<file path="config.mk">
export PLATFORM = sky130hd
export DESIGN_NAME = ixc_gfifo_sched
export DESIGN_NICKNAME = d
export VERILOG_FILES = /design/src/rtl/ixc_gfifo_pkg.sv /design/src/rtl/ixc_rr_pick.sv /design/src/rtl/ixc_gfifo_sched.sv
export SDC_FILE = /design/constraint.sdc
export NUM_CORES = 1
export LEC_CHECK = 0
export CORE_ASPECT_RATIO = 0.9
export CORE_UTILIZATION = 55
export CTS_CLUSTER_DIAMETER = 80
export DETAILED_ROUTE_END_ITERATION = 7
export DONT_BUFFER_PORTS = 1
export PLACE_DENSITY = 0.73
export SYNTH_ARGS = -nofsm -noshare
export SYNTH_HDL_FRONTEND = slang
export SYNTH_HIERARCHICAL = 1
export SYNTH_SLANG_ARGS = --single-unit
</file>
<file path="constraint.sdc">
create_clock -name fclk -period 3.5 [get_ports fclk]
set_clock_uncertainty 0.05 [all_clocks]
set_input_delay 0.7 -clock fclk [delete_from_list [all_inputs] [get_ports fclk]]
set_output_delay 0.7 -clock fclk [all_outputs]
set_load 0.02 [all_outputs]
</file>
<file path="src/rtl/ixc_gfifo_pkg.sv">
// Shared types and defaults for the gfifo scheduler and its arbiters.
package ixc_gfifo_pkg;

  localparam int GF_CBID_W = 20;
  localparam int GF_LEN_W  = 12;

  typedef enum logic [1:0] {
    ST_IDLE = 2'd0,
    ST_HDR  = 2'd1,
    ST_BEAT = 2'd2
  } gf_state_e;

  // Burst descriptor at the default field widths.
  typedef struct packed {
    logic [GF_CBID_W-1:0] cbid;
    logic [GF_LEN_W-1:0]  len;
  } gf_desc_t;

endpackage

</file>
<file path="src/rtl/ixc_rr_pick.sv">
// Combinational round-robin picker: the first pending port at or after ptr,
// scanning upward and wrapping. ptr is expected to be below NPORT.
module ixc_rr_pick #(
  parameter int NPORT = 4,
  parameter int PTR_W = 4
) (
  input  logic [NPORT-1:0] pend,
  input  logic [PTR_W-1:0] ptr,
  output logic [NPORT-1:0] onehot,
  output logic [PTR_W-1:0] idx,
  output logic             any
);

  // Two passes: ports at or above ptr first, then the wrapped lower ports.
  always_comb begin
    onehot = '0;
    idx    = '0;
    any    = 1'b0;
    for (int j = 0; j < NPORT; j++) begin
      if (!any && pend[j] && (j >= int'(ptr))) begin
        any       = 1'b1;
        onehot[j] = 1'b1;
        idx       = PTR_W'(j);
      end
    end
    for (int j = 0; j < NPORT; j++) begin
      if (!any && pend[j]) begin
        any       = 1'b1;
        onehot[j] = 1'b1;
        idx       = PTR_W'(j);
      end
    end
  end

endmodule

</file>
<file path="src/rtl/ixc_gfifo_sched.sv">
// Central scheduler sharing the GF write interface between NPORT ports.
//
// state   | meaning
// --------+-----------------------------------------------------------
// ST_IDLE | no burst owned; arbitrate among pending ports
// ST_HDR  | winner granted; present cbid/len header once GF accepts
// ST_BEAT | stream len+1 data beats; ack toggle on the last one
module ixc_gfifo_sched
  import ixc_gfifo_pkg::*;
#(
  parameter int NPORT  = 4,
  parameter int CBID_W = GF_CBID_W,
  parameter int LEN_W  = GF_LEN_W,
  parameter int PTR_W  = 4
) (
  input  logic                    fclk,
  input  logic                    rst,
  input  logic [NPORT-1:0]        preq_tgl,
  input  logic [NPORT*CBID_W-1:0] pcbid,
  input  logic [NPORT*LEN_W-1:0]  plen,
  output logic [NPORT-1:0]        pack_tgl,
  output logic [NPORT-1:0]        pgnt,
  output logic                    GFtsReq,
  output logic [CBID_W-1:0]       GFcbid,
  output logic [LEN_W-1:0]        GFlen,
  output logic                    GFbeat,
  input  logic                    GFfull,
  input  logic                    GFLock,
  output logic                    busy
);

  gf_state_e         state, state_d;
  logic [PTR_W-1:0]  rr_ptr;
  logic [PTR_W-1:0]  win_idx;
  logic [LEN_W-1:0]  cnt;
  logic [NPORT-1:0]  pending;
  logic [NPORT-1:0]  pick_oh;
  logic [PTR_W-1:0]  pick_idx;
  logic              pick_any;
  logic [CBID_W-1:0] pick_cbid;
  logic [LEN_W-1:0]  pick_len;
  logic              grant_en;
  logic              hdr_acc;
  logic              beat_cnt;
  logic              last_beat;

  // A re-toggle from the granted port during its burst cancels pending until
  // the ack flips pack_tgl, at which point it reappears and is not lost.
  assign pending = preq_tgl ^ pack_tgl;

  ixc_rr_pick #(
    .NPORT (NPORT),
    .PTR_W (PTR_W)
  ) u_pick (
    .pend   (pending),
    .ptr    (rr_ptr),
    .onehot (pick_oh),
    .idx    (pick_idx),
    .any    (pick_any)
  );

  // Select the winning port's descriptor fields from the flat input buses.
  always_comb begin
    pick_cbid = '0;
    pick_len  = '0;
    for (int j = 0; j < NPORT; j++) begin
      if (pick_oh[j]) begin
        pick_cbid = pcbid[j*CBID_W +: CBID_W];
        pick_len  = plen[j*LEN_W +: LEN_W];
      end
    end
  end

  // Next-state decode; GFLock freezes every transition.
  always_comb begin
    state_d   = state;
    grant_en  = 1'b0;
    hdr_acc   = 1'b0;
    beat_cnt  = 1'b0;
    last_beat = 1'b0;
    unique case (state)
      ST_IDLE: begin
        if (pick_any && !GFLock) begin
          grant_en = 1'b1;
          state_d  = ST_HDR;
        end
      end
      ST_HDR: begin
        if (!GFfull && !GFLock) begin
          hdr_acc = 1'b1;
          state_d = ST_BEAT;
        end
      end
      ST_BEAT: begin
        if (!GFfull && !GFLock) begin
          beat_cnt = 1'b1;
          if (cnt == '0) begin
            last_beat = 1'b1;
            state_d   = ST_IDLE;
          end
        end
      end
      default: state_d = ST_IDLE;
    endcase
  end

  // State register.
  always_ff @(posedge fclk) begin
    if (rst) state <= ST_IDLE;
    else     state <= state_d;
  end

  // Grant, header latch, beat counter, ack toggle and round-robin pointer.
  always_ff @(posedge fclk) begin
    if (rst) begin
      pack_tgl <= '0;
      pgnt     <= '0;
      GFcbid   <= '0;
      GFlen    <= '0;
      win_idx  <= '0;
      rr_ptr   <= '0;
      cnt      <= '0;
    end else begin
      if (grant_en) begin
        pgnt    <= pick_oh;
        win_idx <= pick_idx;
        GFcbid  <= pick_cbid;
        GFlen   <= pick_len;
      end
      if (hdr_acc)
        cnt <= GFlen;
      else if (beat_cnt && !last_beat)
        cnt <= cnt - 1'b1;
      if (last_beat) begin
        pack_tgl <= pack_tgl ^ pgnt;
        pgnt     <= '0;
        rr_ptr   <= (win_idx == PTR_W'(NPORT-1)) ? '0 : win_idx + 1'b1;
      end
    end
  end

  assign GFtsReq = (state == ST_HDR) && !GFfull && !GFLock;
  assign GFbeat  = (state == ST_BEAT) && !GFLock;
  assign busy    = (state != ST_IDLE);

endmodule

</file>
== Word level (Yosys, flattened, before mapping) ==
Cells that the tools add are included.

* Add/subtract/negate cells: 2
* $lt $le $gt $ge: 4
* Eq/ne operators: 7
* Multiplexer cells: 46
* Bitwise logic cells: 2
* Reductions and logical operators: 33

{| class="wikitable"
|+ Operators with widths
! cell !! count
|-
| $mux 20 || 4
|-
| $mux 12 || 6
|-
| $mux 1 || 24
|-
| $mux 2 || 10
|-
| $logic_and 1x1->1 || 17
|-
| $logic_not 12->1 || 1
|-
| $sub 12x1->12 const B || 1
|-
| $logic_not 1->1 || 10
|-
| $ge 1x4->1 const A || 2
|-
| $ge 2x4->1 const A || 2
|-
| $ne 2x2->1 const B || 4
|-
| $xor 4x4->4 || 2
|-
| $pmux 2 s3 || 1
|-
| $add 4x1->4 const B || 1
|-
| $eq 4x2->1 const B || 1
|-
| $mux 4 || 1
|-
| $reduce_and 4->1 || 1
|-
| $reduce_bool 2->1 || 2
|-
| $eq 2x1->1 const B || 1
|-
| $eq 2x2->1 const B || 1
|-
| $logic_not 2->1 || 1
|-
| $reduce_or 2->1 || 1
|}

* Register bits: 62
* Bits of input ports: 136
* Output and inout bits: 43

== Logic depth before layout (Yosys ltp) ==
Gate-level depths: netlist (run 1).

* Depth in word-level cells: 30
* Gate-level depth with buffers: 12
* Gate-level depth less buffers: 9

== Hierarchy ==
Netlist (run 1), hierarchy kept.

{| class="wikitable"
|+ By module, submodules not included
! module !! times used !! cells each !! area each (um^2)
|-
| ixc_gfifo_sched || 1 || 447 || 3,532.1
|-
| ixc_rr_pick || 1 || 36 || 219.0
|}

== Worst setup path before layout (run 1) ==
Ideal clock, no wire load.

* Path kind: input to register
* From: input preq_tgl[2]
* To: register GFcbid[11]
* Setup time: 70 ps
* Arrival time: 2,738 ps
* Required time: 3,380 ps
* Setup slack: 642 ps
* Cell stages on the path: 12
* Buffers on the path: 3
* Path through: xor2_1 nor2b_1 o21a_1 nor2_1 o21a_1 clkbuf_1 nor2b_1 clkbuf_1 clkbuf_1 a221oi_1 a211o_1 a21oi_1

* Elaborated cells on any way between the ends: 33

{| class="wikitable"
|+ RTL lines
! item !! RTL line !! RTL
|-
| from (decl) || ixc_gfifo_sched.sv:18 || <nowiki>input logic [NPORT-1:0] preq_tgl,</nowiki>
|-
| $xor 4x4->4 * || ixc_gfifo_sched.sv:49 || <nowiki>assign pending = preq_tgl ^ pack_tgl;</nowiki>
|-
| $logic_and 1x1->1 * (2 in series) || ixc_rr_pick.sv:20 || <nowiki>if (!any && pend[j] && (j >= int'(ptr))) begin</nowiki>
|-
| $mux 1 * || ixc_rr_pick.sv:20 ||
|-
| $logic_not 1->1 || ixc_rr_pick.sv:20 ||
|-
| $logic_and 1x1->1 (2 in series) || ixc_rr_pick.sv:20 ||
|-
| $mux 1 * || ixc_rr_pick.sv:20 ||
|-
| $logic_not 1->1 || ixc_rr_pick.sv:27 || <nowiki>if (!any && pend[j]) begin</nowiki>
|-
| $logic_and 1x1->1 || ixc_rr_pick.sv:27 ||
|-
| $mux 1 * || ixc_rr_pick.sv:27 ||
|-
| $logic_not 1->1 * || ixc_rr_pick.sv:27 ||
|-
| $logic_and 1x1->1 * || ixc_rr_pick.sv:27 ||
|-
| $mux 1 * || ixc_rr_pick.sv:27 ||
|-
| net pick_oh[1] || ixc_gfifo_sched.sv:37 || <nowiki>logic [NPORT-1:0] pick_oh;</nowiki>
|-
| $mux 20 * (3 in series) || ixc_gfifo_sched.sv:67 || <nowiki>if (pick_oh[j]) begin</nowiki>
|-
| to (signal assigned) || ixc_gfifo_sched.sv:127 || <nowiki>GFcbid <= pick_cbid;</nowiki>
|-
| to (decl) || ixc_gfifo_sched.sv:24 || <nowiki>output logic [CBID_W-1:0] GFcbid,</nowiki>
|}

The timed path passes the listed nets; every way through them passes the cells marked *.
A chain may end at the register's enable or synchronous reset.

== Worst setup path in the final report (run 1) ==
* From: register pack_tgl[0]
* To: register GFcbid[10]

* Elaborated cells on any way between the ends: 41

{| class="wikitable"
|+ RTL lines
! item !! RTL line !! RTL
|-
| from (decl) || ixc_gfifo_sched.sv:21 || <nowiki>output logic [NPORT-1:0] pack_tgl,</nowiki>
|-
| from (signal assigned) || ixc_gfifo_sched.sv:135 || <nowiki>pack_tgl <= pack_tgl ^ pgnt;</nowiki>
|-
| $xor 4x4->4 * || ixc_gfifo_sched.sv:49 ||
|-
| net pending[0] || ixc_gfifo_sched.sv:36 || <nowiki>logic [NPORT-1:0] pending;</nowiki>
|-
| $logic_and 1x1->1 || ixc_rr_pick.sv:20 ||
|-
| $mux 1 || ixc_rr_pick.sv:20 ||
|-
| $logic_not 1->1 || ixc_rr_pick.sv:20 ||
|-
| $logic_and 1x1->1 (2 in series) || ixc_rr_pick.sv:20 ||
|-
| $mux 1 || ixc_rr_pick.sv:20 ||
|-
| $logic_not 1->1 || ixc_rr_pick.sv:20 ||
|-
| [7 not listed] || - ||
|-
| $logic_not 1->1 || ixc_rr_pick.sv:27 ||
|-
| $logic_and 1x1->1 || ixc_rr_pick.sv:27 ||
|-
| $mux 1 || ixc_rr_pick.sv:27 ||
|-
| $logic_not 1->1 || ixc_rr_pick.sv:27 ||
|-
| $logic_and 1x1->1 || ixc_rr_pick.sv:27 ||
|-
| $mux 1 * || ixc_rr_pick.sv:27 ||
|-
| net pick_oh[1] || ixc_gfifo_sched.sv:37 ||
|-
| $mux 20 * (3 in series) || ixc_gfifo_sched.sv:67 ||
|}

Marked as above.

==> results of run 1 <==
==> worst paths after layout <==
path / start / cells past startpoint / to
hold reg to reg: win_idx[0] / 2 / win_idx[0]
setup reg to reg: pack_tgl[0] / 8 / GFcbid[10]
hold / removal: rst / 1 / rr_ptr[2]
setup / recovery: pack_tgl[0] / 8 / GFcbid[10]
==> cell families (layout without fill, tap and decap cells) <==
logic type | count (synthesis) | in the layout
AO/OA/AOI/OAI | 227 | 227
AND/OR/NAND/NOR | 93 | 93
buffers and inverters | 86 | 67
flip-flops | 62 | 62
multiplexers | 6 | 6
XOR/XNOR | 5 | 5
adder cells (fa/ha/maj) | 3 | 3
other | 1 | 2
==> sequential cells by signal (all words and copies together) (netlist names) <==
name and count:
GFcbid 20, cnt 12, pack_tgl 4, pgnt 4, rr_ptr 4, state 2
GFlen 12, win_idx 4
==> routing by layer <==
metal	vias up	routed length, µm
li1	1769	-
met1	1771	4930
met2	198	4950
met3	16	921
met4	0	159
met5	-	0
==> metrics by stage <==
stage | worst slack (ns) | util, %
finish | 0.444 | 60.4
global route | 0.226 | 60.4
CTS | 0.510 | 60.4
detailed placement | 0.167 | 57.6
global placement | 0.278 | 57.6
floorplan | 0.642 | -
==> critical path: stages, from the launching register on <==
cell and delay, ns:
dfxtp_1 0.52, xor2_1 0.57, a21oi_1 0.14, o21a_1 0.23
nor2b_2 0.61, buf_4 0.34, a221oi_1 0.11, a211o_1 0.29
a21oi_1 0.12
==> area by class of cell <==
type	count	area (µm²)	area share, %
multi-input combinational	336	2190	55.0
sequential	62	1240	31.2
inverter	41	154	3.87
clock buffer	11	141	3.55
tap	90	113	2.83
timing repair buffer	11	95.1	2.39
clock inverter	4	47.5	1.19
==> power by group through the flow <==
stage	clock [mW]	combinational [mW]	sequential, mW
6_report	0.631	0.328	0.862
3_5_place_dp	0	0.323	0.876
4_1_cts	0.632	0.324	0.861
5_1_grt	0.658	0.365	0.868
2_1_floorplan	0	0.269	0.858
3_3_place_gp	0	0.314	0.876
==> layout by cell type, fill, tap and decap left out, types with 7 or more instances in the layout <==
cell,netlist,final
a21oi_1,78,77
dfxtp_1,62,62
o21ai_0,46,46
inv_1,40,40
a221oi_1,32,32
a211o_1,32,32
nand2_1,20,20
nor2_1,15,14
nand3_1,14,14
nor3_1,10,10
clkbuf_8,1,10
buf_4,5,10
a31oi_1,9,9
a311oi_1,7,7
==> impl_results.md, run 1 <==
- P per Cell Area: 457 nW/µm²
- Clock sink count: 62
- Flop2flop setup slack: ~0.44 ns
- GR Layer Usage met3: 7.19%
- Clock power frac: 34.7%
- Post-synth EDFFs: 0
- Leak: ~1.5 nW
- Die area: roughly 7200 µm²
- Top post-synthesis cells by area: dfxtp_1 33%, a21oi_1 10%, a211o_1 7.5%
- Final Hold Viols: 0
- Post-Route WL: 11,000 µm
- Design Area, Final: 3980 µm²
- Count leader, synth: a21oi_1
- Largest area contributor in the netlist: dfxtp_1
- Clock transition at the registers of the reported paths: 0.08 ns
- Comb power frac: 18.0%
- Final net count: 600
- Total CTS buffers: 9
- Initial Util: 57.0%
- Crit path required time: 3.71 ns
- Die outline height: 80.3 µm
- Vias in the first global route: 3,341
- Reg power frac: between 40% and 50%
- Setup Viol. Count Final: 0
- Max-Cap Viols: 0
- P_int: 1.23 mW
- Sequential share of the synthesized area: roughly a third
- Cell row count: 28
- Unrepaired setup endpoints after global routing: no
- Global Route met2 Usage: 46.7%
- P_sw: 585 µW
- Global routing's busiest layer: met2
- Final Slew Violations: 0
- Setup repair bufs after CTS: 0
- Crit-path max FO: 18
- Syn avg cell area: roughly 7.8 µm²
- Synth Area in XOR/XNOR: 1.17%
- Vias: 3,754
- Number of library cell types mapped by synthesis: 56
- Ys async rst share: 0%
- Yosys warnings: 6
- Main combinational cell family by area after synthesis: compound AO/OA/AOI/OAI gates
- Slew @ Worst Pin: 0.782 ns
- WS Path Type: flip-flop to flip-flop
- CTS Root Buffer Type: clkbuf_8
- Ys flop type: dfxtp_1
- Setup crit end kind: flip-flop
- Core footprint: around 6600 µm²
- Share of the synthesized area in the top cell type: 33.1%
- Min Hold Slack: about 0.38 ns
- Share of layout cells above drive strength 1: between 10% and 20%
- Synth top cells by count: 78 x a21oi_1, 62 x dfxtp_1, 46 x o21ai_0, 40 x inv_1, 36 x clkbuf_1
- Cts-stage hold buffer count: 0
- # diodes: 0
- CTS tree: yes
- Cell total after placement: 540
- Critical Path Start Type: flip-flop
- Post-layout min period: 3.06 ns
- Gr usage total: 30.7%
- Detailed Routing Iterations Pass 1: 6
- Cell Area, Synth: roughly 3800 µm²
- Max Root-Sink Buffers: 2
- H-tree depth: 3
- Register bit total from synthesis: between 60 and 70
- Met1 Track Usage GR: 42.4%
- RD Place Congestion: 0.865
- Worst-skew pair later-pin latency: about 0.34 ns
- Setup_tns: 0 ns
- Largest net degree at the start of global routing: 66
- Switch share: 32.2%
- Placed Area: 3790 µm²
- Vias per std cell: just under 7
- DIE WIDTH: slightly below 90 µm
- Drt drc: 0
- CP arrival: between 3 and 4 ns
- Relative slew slack: 47.9%
- Max VDD drop: 0.224 mV
- Dpl hpwl: between 7000 and 8000 µm
- WL/cell: 19.7 µm
- Synth Area in Compound Gates: 39.6%
- Fmax: 327 MHz
- Post-synthesis simple-gate area fraction: around 14%
- Antenna violations before repair: 0
- Total gr overflow: 0
- Synthesized instance count: 483
- Area delta synth->final: 6.10%
- I/O Buffers: 0
- Post-Synth Adder-Cell Area: roughly 1.0%
- First-pass GRT wire length: 16,800 µm
- Antenna Violating Nets Remaining: 0
- Final Power: 1.82 mW
- Status: finished clean
- Fillers: 614
- Hold crit path type: primary input to flip-flop
- Mux cell area share after synthesis: 1.63%
- Iteration-0 DRC count of the detailed router: roughly 350
- Cts repair resizes: 0
- Post-Layout Cell Count: 555
- Period utilisation layout: 87.3%
- Ports: 179
No activity file was read; power rests on OpenSTA's default activity.
==> inputs of run 2 (changes only) <==
- CTS_BUF_LIST: default -> sky130_fd_sc_hd__clkbuf_4 sky130_fd_sc_hd__clkbuf_8
- PLACE_DENSITY: 0.73 -> 0.7
==> impl_results.md, run 2 (same netlist as run 1, synthesis figures left out) <==
- Post-Route WL: 11,100 µm
- Final Hold Viols: 0
- Dpl hpwl: 7490 µm
- Iteration-0 DRC count of the detailed router: 265
- CP max stage cell: or2_2
- Post-layout min period: about 3 ns
- Max reg flops: 20
- Largest net degree at the start of global routing: 49
- Area delta synth->final: 6.44%
- P per Cell Area: approximately 460 nW/µm²
- CTS tree: yes
- Setup_tns: 0 ns
- Worst stage delay on the critical path: 0.59 ns
- Cell Chain, Critical Path: xor2_1, nor3_1, nand2b_1, or3b_2, or2_2, a21oi_1, a21oi_1
- Clock transition at the registers of the reported paths: approximately 0.07 ns
- DP Worst Slack: 0.492 ns
- Max VDD drop: 0.216 mV
- Unrepaired setup endpoints after global routing: no
- Setup Viol. Count Final: 0
- Vias per std cell: approximately 6.8
- CTS Root Buffer Type: clkbuf_8
- Clock sink count: 62
- Initial Util: 57.0%
- Crit-path max FO: 36
- Met2 routed WL: 5200 µm
- Cts-stage hold buffer count: 0
- Vias in the first global route: 3,458
- CP most frequent cell: a21oi_1
- Relative slew slack: 25.0%
- Leak: 1.54 nW
- Max Root-Sink Buffers: 2
- Ports: 179
- PnR worst setup slack: 0.543 ns
- First-pass GRT wire length: 16,900 µm
- WS Path Type: flip-flop to flip-flop
- Hold path depth: 1
- Crit path required time: 3.67 ns
- Slew @ Worst Pin: 1.12 ns
- RD Place Congestion: 0.882
- Reg2Reg Depth: 7
- Worst-skew pair later-pin latency: around 0.34 ns
- Period utilisation layout: a little over four fifths
- Hold endpoint: win_idx[1]
- Max-Cap Viols: 0
- Flop2flop setup slack: 0.54 ns
- Setup crit end kind: flip-flop
- Reg-to-reg critical path startpoint: pack_tgl[0]
- Share of layout cells above drive strength 1: about a tenth
- Detailed Routing Iterations Pass 1: 5
- Cts repair resizes: 0
- Gr usage total: between 30% and 40%
- Commonest cells after routing, fill and taps aside: 77 x a21oi_1, 62 x dfxtp_1, 46 x o21ai_0, 40 x inv_1
- Die area: 7150 µm²
- CP arrival: 3.12 ns
- Critical Path Start Type: flip-flop
- Min Hold Slack: roughly 0.39 ns
- Die outline height: 80.3 µm
- Setup repair bufs after CTS: 0
- Fin util: 60.6%
- Final Slew Violations: 0
- Status: finished clean
- Total gr overflow: 0
- Antenna violations before repair: 0
- Routed met3 length: about 860 µm
- Total CTS buffers: 9
- Fmax: 338 MHz
- Cell row count: 28
- M1 WL: 4720 µm
- FF-to-FF End: GFlen[2]
- # diodes: 0
- Vias: between 3,000 and 4,000
- I/O Buffers: 0
- Hold path startpoint: rst
- H-tree depth: 3
- Top Registers: GFcbid: 20 flops, GFlen: 12 flops, cnt: 12 flops
- Fillers: around 610
- Final net count: 598
- Core footprint: 6590 µm²
- Most common cell after layout, fill and taps aside: a21oi_1
- Most flop-heavy register: GFcbid
- WL/cell: between 20 and 25 µm
- Max layer used: met4
- Hold crit path type: primary input to flip-flop
- DIE WIDTH: 89.1 µm
- Drt drc: 0
- Antenna Violating Nets Remaining: 0
run 2: cell types whose count changed in the layout (fill, tap and decap cells not counted):
cell / before / now
clkinv_2: 2 / 3
buf_4: 10 / 7
clkinvlp_4: 1 / 0
clkbuf_1: 1 / 0
clkbuf_8: 10 / 11
buf_12: 1 / 2
clkbuf_4: 0 / 1
run 2: area by class of cell:
cell class / count / area [µm²] / area share (%)
clock buffers: 12 / 159 / 3.98
inverters: 41 / 154 / 3.85
clock inverters: 4 / 45.0 / 1.13
flip-flops and latches: 62 / 1240 / 31.1
multi-input cells: 336 / 2190 / 54.8
repair buffers: 9 / 92.6 / 2.32
well taps: 90 / 113 / 2.82
run 2: through the flow:
step | instance area [µm²] | cells | total power [mW]
floorplan | 3750 | 484 | 1.13
global placement | 3790 | 538 | 1.19
detailed placement | 3790 | 538 | 1.20
CTS | 3990 | 554 | 1.85
global route | 3990 | 554 | 1.93
finish | 3990 | 554 | 1.84
run 2: worst max path at each step:
stage	from	end	slack (ns)	cells past startpoint
6_report	pack_tgl[0]	GFlen[2]	0.54	7
5_1_grt	pack_tgl[0]	GFlen[2]	0.41	7
4_1_cts	pack_tgl[0]	GFlen[2]	0.59	7
3_5_place_dp	preq_tgl[0]	GFlen[2]	0.49	7
3_3_place_gp	preq_tgl[0]	GFlen[2]	0.48	7
2_1_floorplan	preq_tgl[2]	GFcbid[11]	0.64	12
run 2: per-layer routing:
metal	track usage [%]	vias to the layer above
li1	-	1771
met2	47.9	173
met1	40.4	1815
met5	0	-
met3	6.89	32
met4	14.9	0
run 2: where the power goes:
part           internal, mW  total (mW)  switching [mW]
sequential            0.759       0.862           0.103
combinational         0.136       0.332           0.196
clock                 0.372       0.650           0.278
total                  1.27        1.84           0.576
run 2: worst max-delay path, delay by kind of cell (launching register included):
kind | cells | cell delay [ns]
AO/OA/AOI/OAI | 2 | 0.39
AND/OR/NAND/NOR | 4 | 1.36
flip-flops | 1 | 0.51
XOR/XNOR | 1 | 0.50
